`src/rtl/sync_ram_burst_reader_pkg.sv`:
```
// Shared types and sizing helpers for the synchronous-RAM burst reader.
package sync_ram_pkg;

    typedef enum logic [1:0] {
        IDLE   = 2'd0,
        RUN    = 2'd1,
        FINISH = 2'd2
    } state_t;

    // Number of words addressable with the given address width.
    function automatic int depth_words(input int address_width);
        return 2 ** address_width;
    endfunction

    // Width of an occupancy counter that must hold 0..fifo_depth.
    function automatic int cnt_w(input int fifo_depth);
        return $clog2(fifo_depth) + 1;
    endfunction

    localparam int DEPTH_WORDS = depth_words(10);
    localparam int CNT_W       = cnt_w(4);

endpackage

```
`src/rtl/sync_ram_burst_reader_if.sv`:
```
// Valid/ready output stream of the burst reader.
interface sync_ram_burst_reader_if #(
    parameter int DATA_WIDTH = 8
);
    logic [DATA_WIDTH-1:0] m_data;
    logic                  m_valid;
    logic                  m_ready;

    modport master (output m_data, output m_valid, input m_ready);
    modport slave  (input m_data, input m_valid, output m_ready);
endinterface

```
`src/rtl/sync_ram_rd_fifo.sv`:
```
// Small register-based FIFO that absorbs RAM read latency and stream backpressure.
module sync_ram_rd_fifo
    import sync_ram_pkg::*;
#(
    parameter  int DATA_WIDTH = 8,
    parameter  int FIFO_DEPTH = 4,
    localparam int COUNT_W    = cnt_w(FIFO_DEPTH)
) (
    input  logic                  clk,
    input  logic                  rst,
    input  logic                  push,
    input  logic [DATA_WIDTH-1:0] push_data,
    input  logic                  pop,
    output logic [DATA_WIDTH-1:0] head_data,
    output logic [COUNT_W-1:0]    count,
    output logic                  empty
);
    localparam int PTR_W = $clog2(FIFO_DEPTH);

    logic [DATA_WIDTH-1:0] mem [FIFO_DEPTH];
    logic [PTR_W-1:0]      wr_ptr;
    logic [PTR_W-1:0]      rd_ptr;

    // NOTE: sequential state uses non-blocking assignments so every register samples pre-edge values.
    always_ff @(posedge clk) begin
        if (rst) begin
            wr_ptr <= '0;
            rd_ptr <= '0;
            count  <= '0;
        end else begin
            if (push) wr_ptr <= wr_ptr + PTR_W'(1);
            if (pop)  rd_ptr <= rd_ptr + PTR_W'(1);
            count <= count + COUNT_W'(push) - COUNT_W'(pop);
        end
    end

    // NOTE: storage is not reset; the pointers and count alone define which entries are valid.
    always_ff @(posedge clk) begin
        if (push) mem[wr_ptr] <= push_data;
    end

    assign head_data = mem[rd_ptr];
    assign empty     = (count == '0);

endmodule

```
`src/rtl/sync_ram_burst_reader.sv`:
```
// Burst read engine: issues consecutive RAM reads and streams the words out through a FIFO.
module sync_ram_burst_reader
    import sync_ram_pkg::*;
#(
    parameter int DATA_WIDTH    = 8,
    parameter int ADDRESS_WIDTH = 10,
    parameter int FIFO_DEPTH    = 4
) (
    input  logic                     clk,
    input  logic                     rst,
    input  logic                     start,
    input  logic [ADDRESS_WIDTH-1:0] base_addr,
    input  logic [ADDRESS_WIDTH:0]   length,
    output logic                     busy,
    output logic                     done,
    output logic [ADDRESS_WIDTH-1:0] ram_address_r,
    input  logic [DATA_WIDTH-1:0]    ram_data_out,
    sync_ram_burst_reader_if.master  m_if
);
    localparam int COUNT_W = cnt_w(FIFO_DEPTH);
    localparam int LEN_W   = ADDRESS_WIDTH + 1;

    state_t                   state, state_next;
    logic [ADDRESS_WIDTH-1:0] issue_addr, issue_addr_next;
    logic [LEN_W-1:0]         issue_left, issue_left_next;
    logic [LEN_W-1:0]         beats_left, beats_left_next;
    logic [1:0]               inflight, inflight_next;
    logic [COUNT_W-1:0]       fifo_count, fifo_count_next;
    logic                     issue_q, issue_next;
    logic                     push_q;
    logic                     pop;
    logic                     fifo_empty;
    logic [DATA_WIDTH-1:0]    head_data;

    sync_ram_rd_fifo #(
        .DATA_WIDTH(DATA_WIDTH),
        .FIFO_DEPTH(FIFO_DEPTH)
    ) u_fifo (
        .clk      (clk),
        .rst      (rst),
        .push     (push_q),
        .push_data(ram_data_out),
        .pop      (pop),
        .head_data(head_data),
        .count    (fifo_count),
        .empty    (fifo_empty)
    );

    always_ff @(posedge clk) begin
        if (rst) state <= IDLE;
        else     state <= state_next;
    end

    // NOTE: every always_comb output gets a default first so no path can infer a latch.
    always_comb begin
        state_next = state;
        case (state)
            IDLE:    if (start) state_next = (length == '0) ? FINISH : RUN;
            RUN:     if (pop && beats_left == LEN_W'(1)) state_next = FINISH;
            FINISH:  state_next = IDLE;
            default: state_next = IDLE;
        endcase
    end

    always_comb begin
        busy         = (state != IDLE);
        done         = (state == FINISH);
        pop          = !fifo_empty && m_if.m_ready;
        m_if.m_valid = !fifo_empty;
        m_if.m_data  = head_data;
    end

    // The issue decision for the next cycle is made from next-cycle counts so that
    // ram_address_r can be a plain register that already holds the address when the read happens.
    always_comb begin
        issue_addr_next = issue_addr;
        issue_left_next = issue_left;
        beats_left_next = beats_left;
        if (state == IDLE && start) begin
            issue_addr_next = base_addr;
            issue_left_next = length;
            beats_left_next = length;
        end else begin
            if (issue_q) begin
                issue_addr_next = issue_addr + ADDRESS_WIDTH'(1);
                issue_left_next = issue_left - LEN_W'(1);
            end
            if (pop) beats_left_next = beats_left - LEN_W'(1);
        end
        fifo_count_next = fifo_count + COUNT_W'(push_q) - COUNT_W'(pop);
        inflight_next   = inflight + 2'(issue_q) - 2'(push_q);
        issue_next      = (state_next == RUN) && (issue_left_next != '0) &&
                          (int'(fifo_count_next) + int'(inflight_next) < FIFO_DEPTH);
    end

    always_ff @(posedge clk) begin
        if (rst) begin
            issue_addr    <= '0;
            issue_left    <= '0;
            beats_left    <= '0;
            inflight      <= '0;
            issue_q       <= 1'b0;
            push_q        <= 1'b0;
            ram_address_r <= '0;
        end else begin
            issue_addr <= issue_addr_next;
            issue_left <= issue_left_next;
            beats_left <= beats_left_next;
            inflight   <= inflight_next;
            issue_q    <= issue_next;
            // RAM data for the address issued this cycle arrives next cycle and is pushed then.
            push_q     <= issue_q;
            if (issue_next) ram_address_r <= issue_addr_next;
        end
    end

endmodule

```
`src/flat_wrapper.sv`:
```
// flat-port wrapper written by rule: the top's interface ports become plain ports
module sync_ram_burst_reader_flat import sync_ram_pkg::*;
#(
    parameter int DATA_WIDTH    = 8,
    parameter int ADDRESS_WIDTH = 10,
    parameter int FIFO_DEPTH    = 4
)
  (clk, rst, start, base_addr, length, busy, done, ram_address_r, ram_data_out, m_if_m_data, m_if_m_valid, m_if_m_ready);
  sync_ram_burst_reader_if #(.DATA_WIDTH(DATA_WIDTH)) m_if_i ();
  input  logic clk;
  input  logic rst;
  input  logic start;
  input  logic [ADDRESS_WIDTH-1:0] base_addr;
  input  logic [ADDRESS_WIDTH:0] length;
  output logic busy;
  output logic done;
  output logic [ADDRESS_WIDTH-1:0] ram_address_r;
  input  logic [DATA_WIDTH-1:0] ram_data_out;
  output wire logic [$bits(m_if_i.m_data)-1:0] m_if_m_data;
  output wire logic [$bits(m_if_i.m_valid)-1:0] m_if_m_valid;
  input wire logic [$bits(m_if_i.m_ready)-1:0] m_if_m_ready;
  assign m_if_m_data = m_if_i.m_data;
  assign m_if_m_valid = m_if_i.m_valid;
  assign m_if_i.m_ready = m_if_m_ready;
  sync_ram_burst_reader #(.DATA_WIDTH(DATA_WIDTH), .ADDRESS_WIDTH(ADDRESS_WIDTH), .FIFO_DEPTH(FIFO_DEPTH)) u_core (.clk(clk), .rst(rst), .start(start), .base_addr(base_addr), .length(length), .busy(busy), .done(done), .ram_address_r(ram_address_r), .ram_data_out(ram_data_out), .m_if(m_if_i));
endmodule
```
`config.mk`:
```
export PLATFORM = sky130hd
export DESIGN_NAME = sync_ram_burst_reader_flat
export DESIGN_NICKNAME = d
export VERILOG_FILES = /design/src/rtl/sync_ram_burst_reader_pkg.sv /design/src/rtl/sync_ram_burst_reader_if.sv /design/src/rtl/sync_ram_rd_fifo.sv /design/src/rtl/sync_ram_burst_reader.sv /design/src/flat_wrapper.sv
export SDC_FILE = /design/constraint.sdc
export NUM_CORES = 1
export LEC_CHECK = 0
export CAP_MARGIN = 0
export CORE_ASPECT_RATIO = 0.5
export CORE_MARGIN = 1
export CORE_UTILIZATION = 40
export DETAILED_ROUTE_END_ITERATION = 10
export GPL_ROUTABILITY_DRIVEN = 0
export GPL_TIMING_DRIVEN = 0
export SYNTH_ARGS = -nofsm -noshare
export SYNTH_HDL_FRONTEND = slang
export SYNTH_SLANG_ARGS = --single-unit
```
`constraint.sdc`:
```
create_clock -name clk -period 6.48 [get_ports clk]
set_input_delay 0.972 -clock clk [delete_from_list [all_inputs] [get_ports clk]]
set_output_delay 0.972 -clock clk [all_outputs]
set_load 0.005 [all_outputs]
```
# Word level (Yosys, flattened, before mapping)

Memory sizes are Yosys's and may differ from the RTL's. A register that Yosys moved wholly into a read port is not among the register bits.
Index checks and enable logic that the tools add are counted.

Register bits: 55
Bits in writable memories: 32
Bits of input ports: 33
Output and inout bits: 21
Logic and storage cells: 53
Memories kept: 1

$add $sub $neg: 10
$lt $le $gt $ge: 1
Equal/unequal tests: 4
Mux-type cells: 14
Reductions and logical operators: 12

Memory list:

| name              | words | width | read ports | clocked after Yosys merged registers in | wr ports | line                   | source |
|---|---|---|---|---|---|---|---|
| u_core.u_fifo.mem | 4     | 8     | 1          | 1                                       | 1        | sync_ram_rd_fifo.sv:20 | `logic [DATA_WIDTH-1:0] mem [FIFO_DEPTH];` |

Operator list:

| operator                                              | count |
|---|---|
| 2-to-1 mux 11 bit                                     | 4 |
| < comparator 32 x 4 -> 1 bit (second input constant)  | 1 |
| subtractor 11 x 1 -> 11 bit (second input constant)   | 2 |
| 2-to-1 mux 10 bit                                     | 2 |
| equality test 11 x 1 -> 1 bit (second input constant) | 1 |
| zero test 11 bit                                      | 1 |
| nonzero test 11 bit                                   | 1 |
| adder 10 x 1 -> 10 bit (second input constant)        | 1 |
| 2-to-1 mux 2 bit                                      | 5 |
| logical AND 1 bit                                     | 5 |
| adder 2 x 1 -> 2 bit (second input constant)          | 2 |
| adder 3 x 2 -> 4 bit                                  | 1 |
| equality test 2 x 1 -> 1 bit (second input constant)  | 2 |
| case mux 2 bit (2 select lines)                       | 1 |
| nonzero test 2 bit                                    | 2 |
| adder 3 x 1 -> 3 bit                                  | 1 |
| zero test 3 bit                                       | 1 |
| subtractor 3 x 1 -> 3 bit                             | 1 |
| adder 2 x 1 -> 2 bit                                  | 1 |
| equality test 2 bit (second input constant)           | 1 |
| zero test 2 bit                                       | 1 |
| 2-to-1 mux 1 bit                                      | 2 |
| subtractor 2 x 1 -> 2 bit                             | 1 |
| zero test 1 bit                                       | 1 |

# Longest topological paths before layout

Word-level depth: 9
Gate-level depth with buffers: 13
Gate-level depth less buffers: 12

# Cells and area by module

From an unflattened synthesis, not the netlist that was laid out.

Cell total of the unflattened synthesis: 369
Area, all modules: 4121.5 µm²

Modules (own cells, without submodules):

| module                | instances | cells each | area an instance (µm²) | seq. area each (µm²) |
|---|---|---|---|---|
| sync_ram_burst_reader | 1         | 286        | 2531.2                 | 960.9 |
| sync_ram_rd_fifo      | 1         | 83         | 1590.3                 | 1141.1 |

# Worst setup path before layout

OpenSTA, ideal clock, no wires.

Path type: input port to flip-flop
Start: input port m_if_m_ready
End: register u_core.ram_address_r[1]
Setup time: 0.121 ns
Data arrival time: 3.585 ns
Data required time: 6.359 ns
Setup slack: 2.773 ns
Stages: 13
Buffers on the path: 1
Cells stage by stage: o31ai_1 -> inv_1 -> ha_1 -> inv_1 -> ha_1 -> fa_1 -> ha_1 -> nand3_1 -> nand2_1 -> nor4_1 -> o31ai_4 -> buf_6 -> mux2_4

Elaborated cells between the ends (all ways): 10
Those cells by class: add/sub (2); order compare (1); eq/ne (1); mux (2); reduce/logical (4)

RTL lines:

| what                                | line                         | source |
|---|---|---|
| start: declaration                  | flat_wrapper.sv:21           | `input wire logic [$bits(m_if_i.m_ready)-1:0] m_if_m_ready;` |
| logical AND 1 bit                   | sync_ram_burst_reader.sv:68  | `pop = !fifo_empty && m_if.m_ready;` |
| named net u_core.pop                | sync_ram_burst_reader.sv:31  | `logic pop;` |
| subtractor 3 x 1 -> 3 bit           | sync_ram_burst_reader.sv:90  | `fifo_count_next = fifo_count + COUNT_W'(push_q) - COUNT_W'(pop);` |
| named net u_core.fifo_count_next[1] | sync_ram_burst_reader.sv:28  | `logic [COUNT_W-1:0] fifo_count, fifo_count_next;` |
| adder 3 x 2 -> 4 bit                | sync_ram_burst_reader.sv:93  | `(int'(fifo_count_next) + int'(inflight_next) < FIFO_DEPTH);` |
| < comparator 32 x 4 -> 1 bit        | sync_ram_burst_reader.sv:93  |  |
| logical AND 1 bit                   | sync_ram_burst_reader.sv:92  | `issue_next = (state_next == RUN) && (issue_left_next != '0) &&` |
| end signal: assignment              | sync_ram_burst_reader.sv:113 | `if (issue_next) ram_address_r <= issue_addr_next;` |
| end: declaration                    | sync_ram_burst_reader.sv:16  | `output logic [ADDRESS_WIDTH-1:0] ram_address_r,` |

The timed path passes the listed nets, and every way through them passes these cells.
A chain may end at the register's enable or synchronous reset.

# Worst setup path after layout

Start: input port m_if_m_ready
End: register u_core.ram_address_r[6]

The elaborated chain is that of the path after synthesis.

==> summary.md <==
| Metric | Value |
|---|---|
| Status | finished clean |
| Area growth syn-to-layout | 25.0% |
| Longest Clk Path Bufs | 2 |
| Critical Path Sink | u_core.ram_address_r[6]$_SDFFE_PP0P_ |
| Final Instance Area | around 5300 µm² |
| Cell Area, Synth | 4200 µm² |
| CP Launch Point | m_if_m_ready |
| Placement Rows | 26 |
| Type of the worst min-delay path | reg -> reg |
| Cells after synthesis | between 300 and 400 |
| Worst-path clk slew | roughly 60 ps |
| CTS Buf Count | 9 |
| Final HPWL DP | ~6200 µm |
| Port Buffers | 53 |
| RSZ-0062 raised after global routing | false |
| WP data required | ~6700 ps |
| Post-synth top flop | dfxtp_1 |
| Max Fclk | ~0.23 GHz |
| Slew headroom | 0.511 |
| Sequential area share after synthesis | 0.501 |
| Diodes inserted | 0 |
| Routed Antenna Nets | 0 |
| CP max FO | 10 |
| Nets | 480 |
| R2R Path End | u_core.ram_address_r[6]$_SDFFE_PP0P_ |
| First-pass GRT wire length | approximately 14,000 µm |
| Via count | just under 3k |
| Final WL | 8680 µm |
| Critical path endpoint category | flip-flop |
| Hold Vio Cnt, Final | 0 |
| Hold_sp | u_core.beats_left[3]$_SDFFE_PP0P_ |
| Min Tclk post-route | 4290 ps |
| CTS sink cnt | 89 |
| Die area | 10,900 µm² |
| Vias per cell | 4.99 |
| Static Leak | 1.90 nW |
| I/O Pins | between 50 and 60 |
| CTS tree | built |
| Root Buffer | clkbuf_16 |
| Post-CTS Setup Bufs | 0 |
| Layout cells sized above 1 | 0.114 |
| Clock skew | between 5 and 6 ps |
| Yosys Warn Count | 0 |
| GRT Residual Overflow | 0 |
| Residual DRC count | 0 |
| Synthesized Nets | ~420 |
| Max-cap violations | 0 |
| Fin. max-slew vios | 0 |
| R2R setup slack | 2490 ps |
| Max VDD drop | around 0.14 mV |
| Die width | 147 µm |
| Pin count of the biggest net entering global routing | 17 |
| Final Core Density | 0.514 |
| Core area | about 10,000 µm² |
| Number of global-route vias before repair | between 2k and 3k |
| Pre-antenna DRT Iters | 4 |
| Initial DRC Count | 124 |
| Power Dens Cells | 377 nW/µm² |
| Critical Path AT | about 4500 ps |
| Die Span Y | ~74 µm |
| Htree depth | 3 |
| Post-synth cell types | 56 |
| Final Setup Violations | 0 |
| CP startpoint kind | input port |
| Initial antenna violation count | 0 |
| Fill cell count | roughly 970 |
| Fin Setup TNS | 0 ps |
| Cell count of the worst reg-to-reg path | 13 |
| Later-pin clock latency in the skew report | about 340 ps |
| Final Cycle Share | 0.663 |
| Total track usage | 0.171 |
| Wire per inst | between 15 and 20 µm |
| Crit Path Class | in -> reg |
| # resized after CTS | 0 |
| Synth Area per Inst | ~11 µm² |
| Fraction of registers with async set/reset | 0 |
| RR Startpoint | u_core.u_fifo.count[1]$_SDFF_PP0_ |
| Placement Cell Area | 4900 µm² |
| Post-CTS Hold Fix Bufs | 0 |
| Initial Utilization | 0.411 |
| Synth Register Bits | 89 |
| EDFF count, synth | 32 |
| Actual slew at the worst max-slew pin | about 730 ps |
## layout by cell type, fill, tap and decap left out, types with 2 or more instances in the layout
cell	instances
o211ai_1	2
nand2_1	17
edfxtp_1	32
xor2_1	14
buf_2	5
xnor2_1	18
a211oi_1	13
or3_1	3
a21oi_1	15
nor2_1	31
mux4_2	8
nor4_2	3
nor4b_1	3
or2_1	2
clkbuf_1	9
clkdlybuf4s50_1	53
dfxtp_1	57
nand3_1	7
clkinvlp_4	2
a31oi_1	3
and4_1	4
inv_1	14
clkbuf_16	9
nor3_1	10
buf_1	3
bufinv_16	3
o21bai_1	7
mux2_4	9
or4_1	2
and2_1	4
and3_1	4
mux2i_1	4
ha_1	13
buf_6	2
nand4_1	3
nor2b_1	18
nor3b_1	2
nor4_1	7
## registers in the layout (all words and copies together), names as in the netlist, named ones only
name                  flops
u_core.u_fifo.mem        32
u_core.beats_left        11
u_core.issue_left        11
u_core.issue_addr        10
u_core.ram_address_r     10
u_core.u_fifo.count       3
u_core.inflight           2
u_core.state              2
u_core.u_fifo.rd_ptr      2
u_core.u_fifo.wr_ptr      2
u_core.issue_q            1
u_core.push_q             1
## cell usage after synthesis (all sizes together) (3+ instances only)
master | n | area share
and4 | 4 | 0.0083
o21bai | 7 | 0.013
nor4 | 10 | 0.019
ha | 13 | 0.039
nor2b | 18 | 0.027
a211oi | 13 | 0.023
dfxtp | 57 | 0.27
xnor2 | 18 | 0.038
or3 | 3 | 0.0045
nand4 | 3 | 0.0045
nor2 | 31 | 0.028
mux2i | 4 | 0.0095
nand3 | 8 | 0.011
clkbuf | 8 | 0.0072
nor4b | 4 | 0.012
a21oi | 16 | 0.020
nor3b | 3 | 0.0080
xor2 | 14 | 0.029
nor3 | 10 | 0.012
a31oi | 3 | 0.0045
mux2 | 10 | 0.035
buf | 10 | 0.014
nand2 | 17 | 0.015
mux4 | 8 | 0.043
and2 | 4 | 0.0060
edfxtp | 32 | 0.23
and3 | 4 | 0.0060
inv | 14 | 0.013
or2 | 3 | 0.0045
## report_power, final
group          internal [mW]  switching (mW)  leakage (nW)  total [mW]
clock network          0.380           0.220         0.161       0.599
registers              0.665          0.0626         0.759       0.727
logic                  0.359           0.293         0.982       0.653
total                   1.40           0.575          1.90        1.98
## per-layer routing
layer  up-vias  track usage  routed length, µm
met2        63        0.277               3790
met4         0       0.0653                131
met5         -            0                  0
met1      1341        0.223               4380
li1       1471            -                  -
met3        10       0.0491                380
## how the worst min path moves through the flow
stage | depth (start not counted) | end
2_1_floorplan | 2 | u_core.beats_left[3]$_SDFFE_PP0P_
3_3_place_gp | 2 | u_core.beats_left[3]$_SDFFE_PP0P_
3_5_place_dp | 2 | u_core.beats_left[3]$_SDFFE_PP0P_
4_1_cts | 2 | u_core.beats_left[3]$_SDFFE_PP0P_
5_1_grt | 2 | u_core.beats_left[3]$_SDFFE_PP0P_
6_report | 2 | u_core.beats_left[3]$_SDFFE_PP0P_
## metrics by stage
step / hold slack, ps / cells / setup slack (ps) / power, mW
final: 506 / 578 / 2190 / 1.98
after CTS: 511 / 578 / 2170 / 2.00
after global placement: 491 / 562 / 1800 / 1.40
after detailed placement: 501 / 562 / 1820 / 1.40
after global routing: 571 / 578 / 1950 / 2.10
after floorplan: 473 / 369 / 2770 / 1.18
## cell type report
type	count	area [µm²]	share of cell area
buffer	18	88.8	0.0169
sequential	89	2100	0.400
timing repair buffer	53	531	0.101
clock buffer	10	229	0.0436
tap	140	175	0.0334
multi-input combinational	248	1960	0.372
inverter	14	52.6	0.0100
clock inverter	6	116	0.0222
## worst max-delay path, stage by stage
cell	delay, ps
clkdlybuf4s50_1	440
o31ai_1	210
inv_1	250
ha_1	340
inv_1	40
ha_1	200
fa_1	470
ha_1	280
nand3_1	80
nand2_1	50
nor4_1	500
o31ai_4	180
buf_6	210
mux2_4	300
## kinds of logic after synthesis
| group | share of synthesized area |
|---|---|
| simple gates | 0.178 |
| flops | 0.501 |
| compound gates | 0.0903 |
| xor+xnor | 0.0667 |
| buf+inv | 0.0337 |
| mux | 0.0873 |
| fa+ha+maj | 0.0435 |
Note: power is estimated with default switching activity, not from simulation.
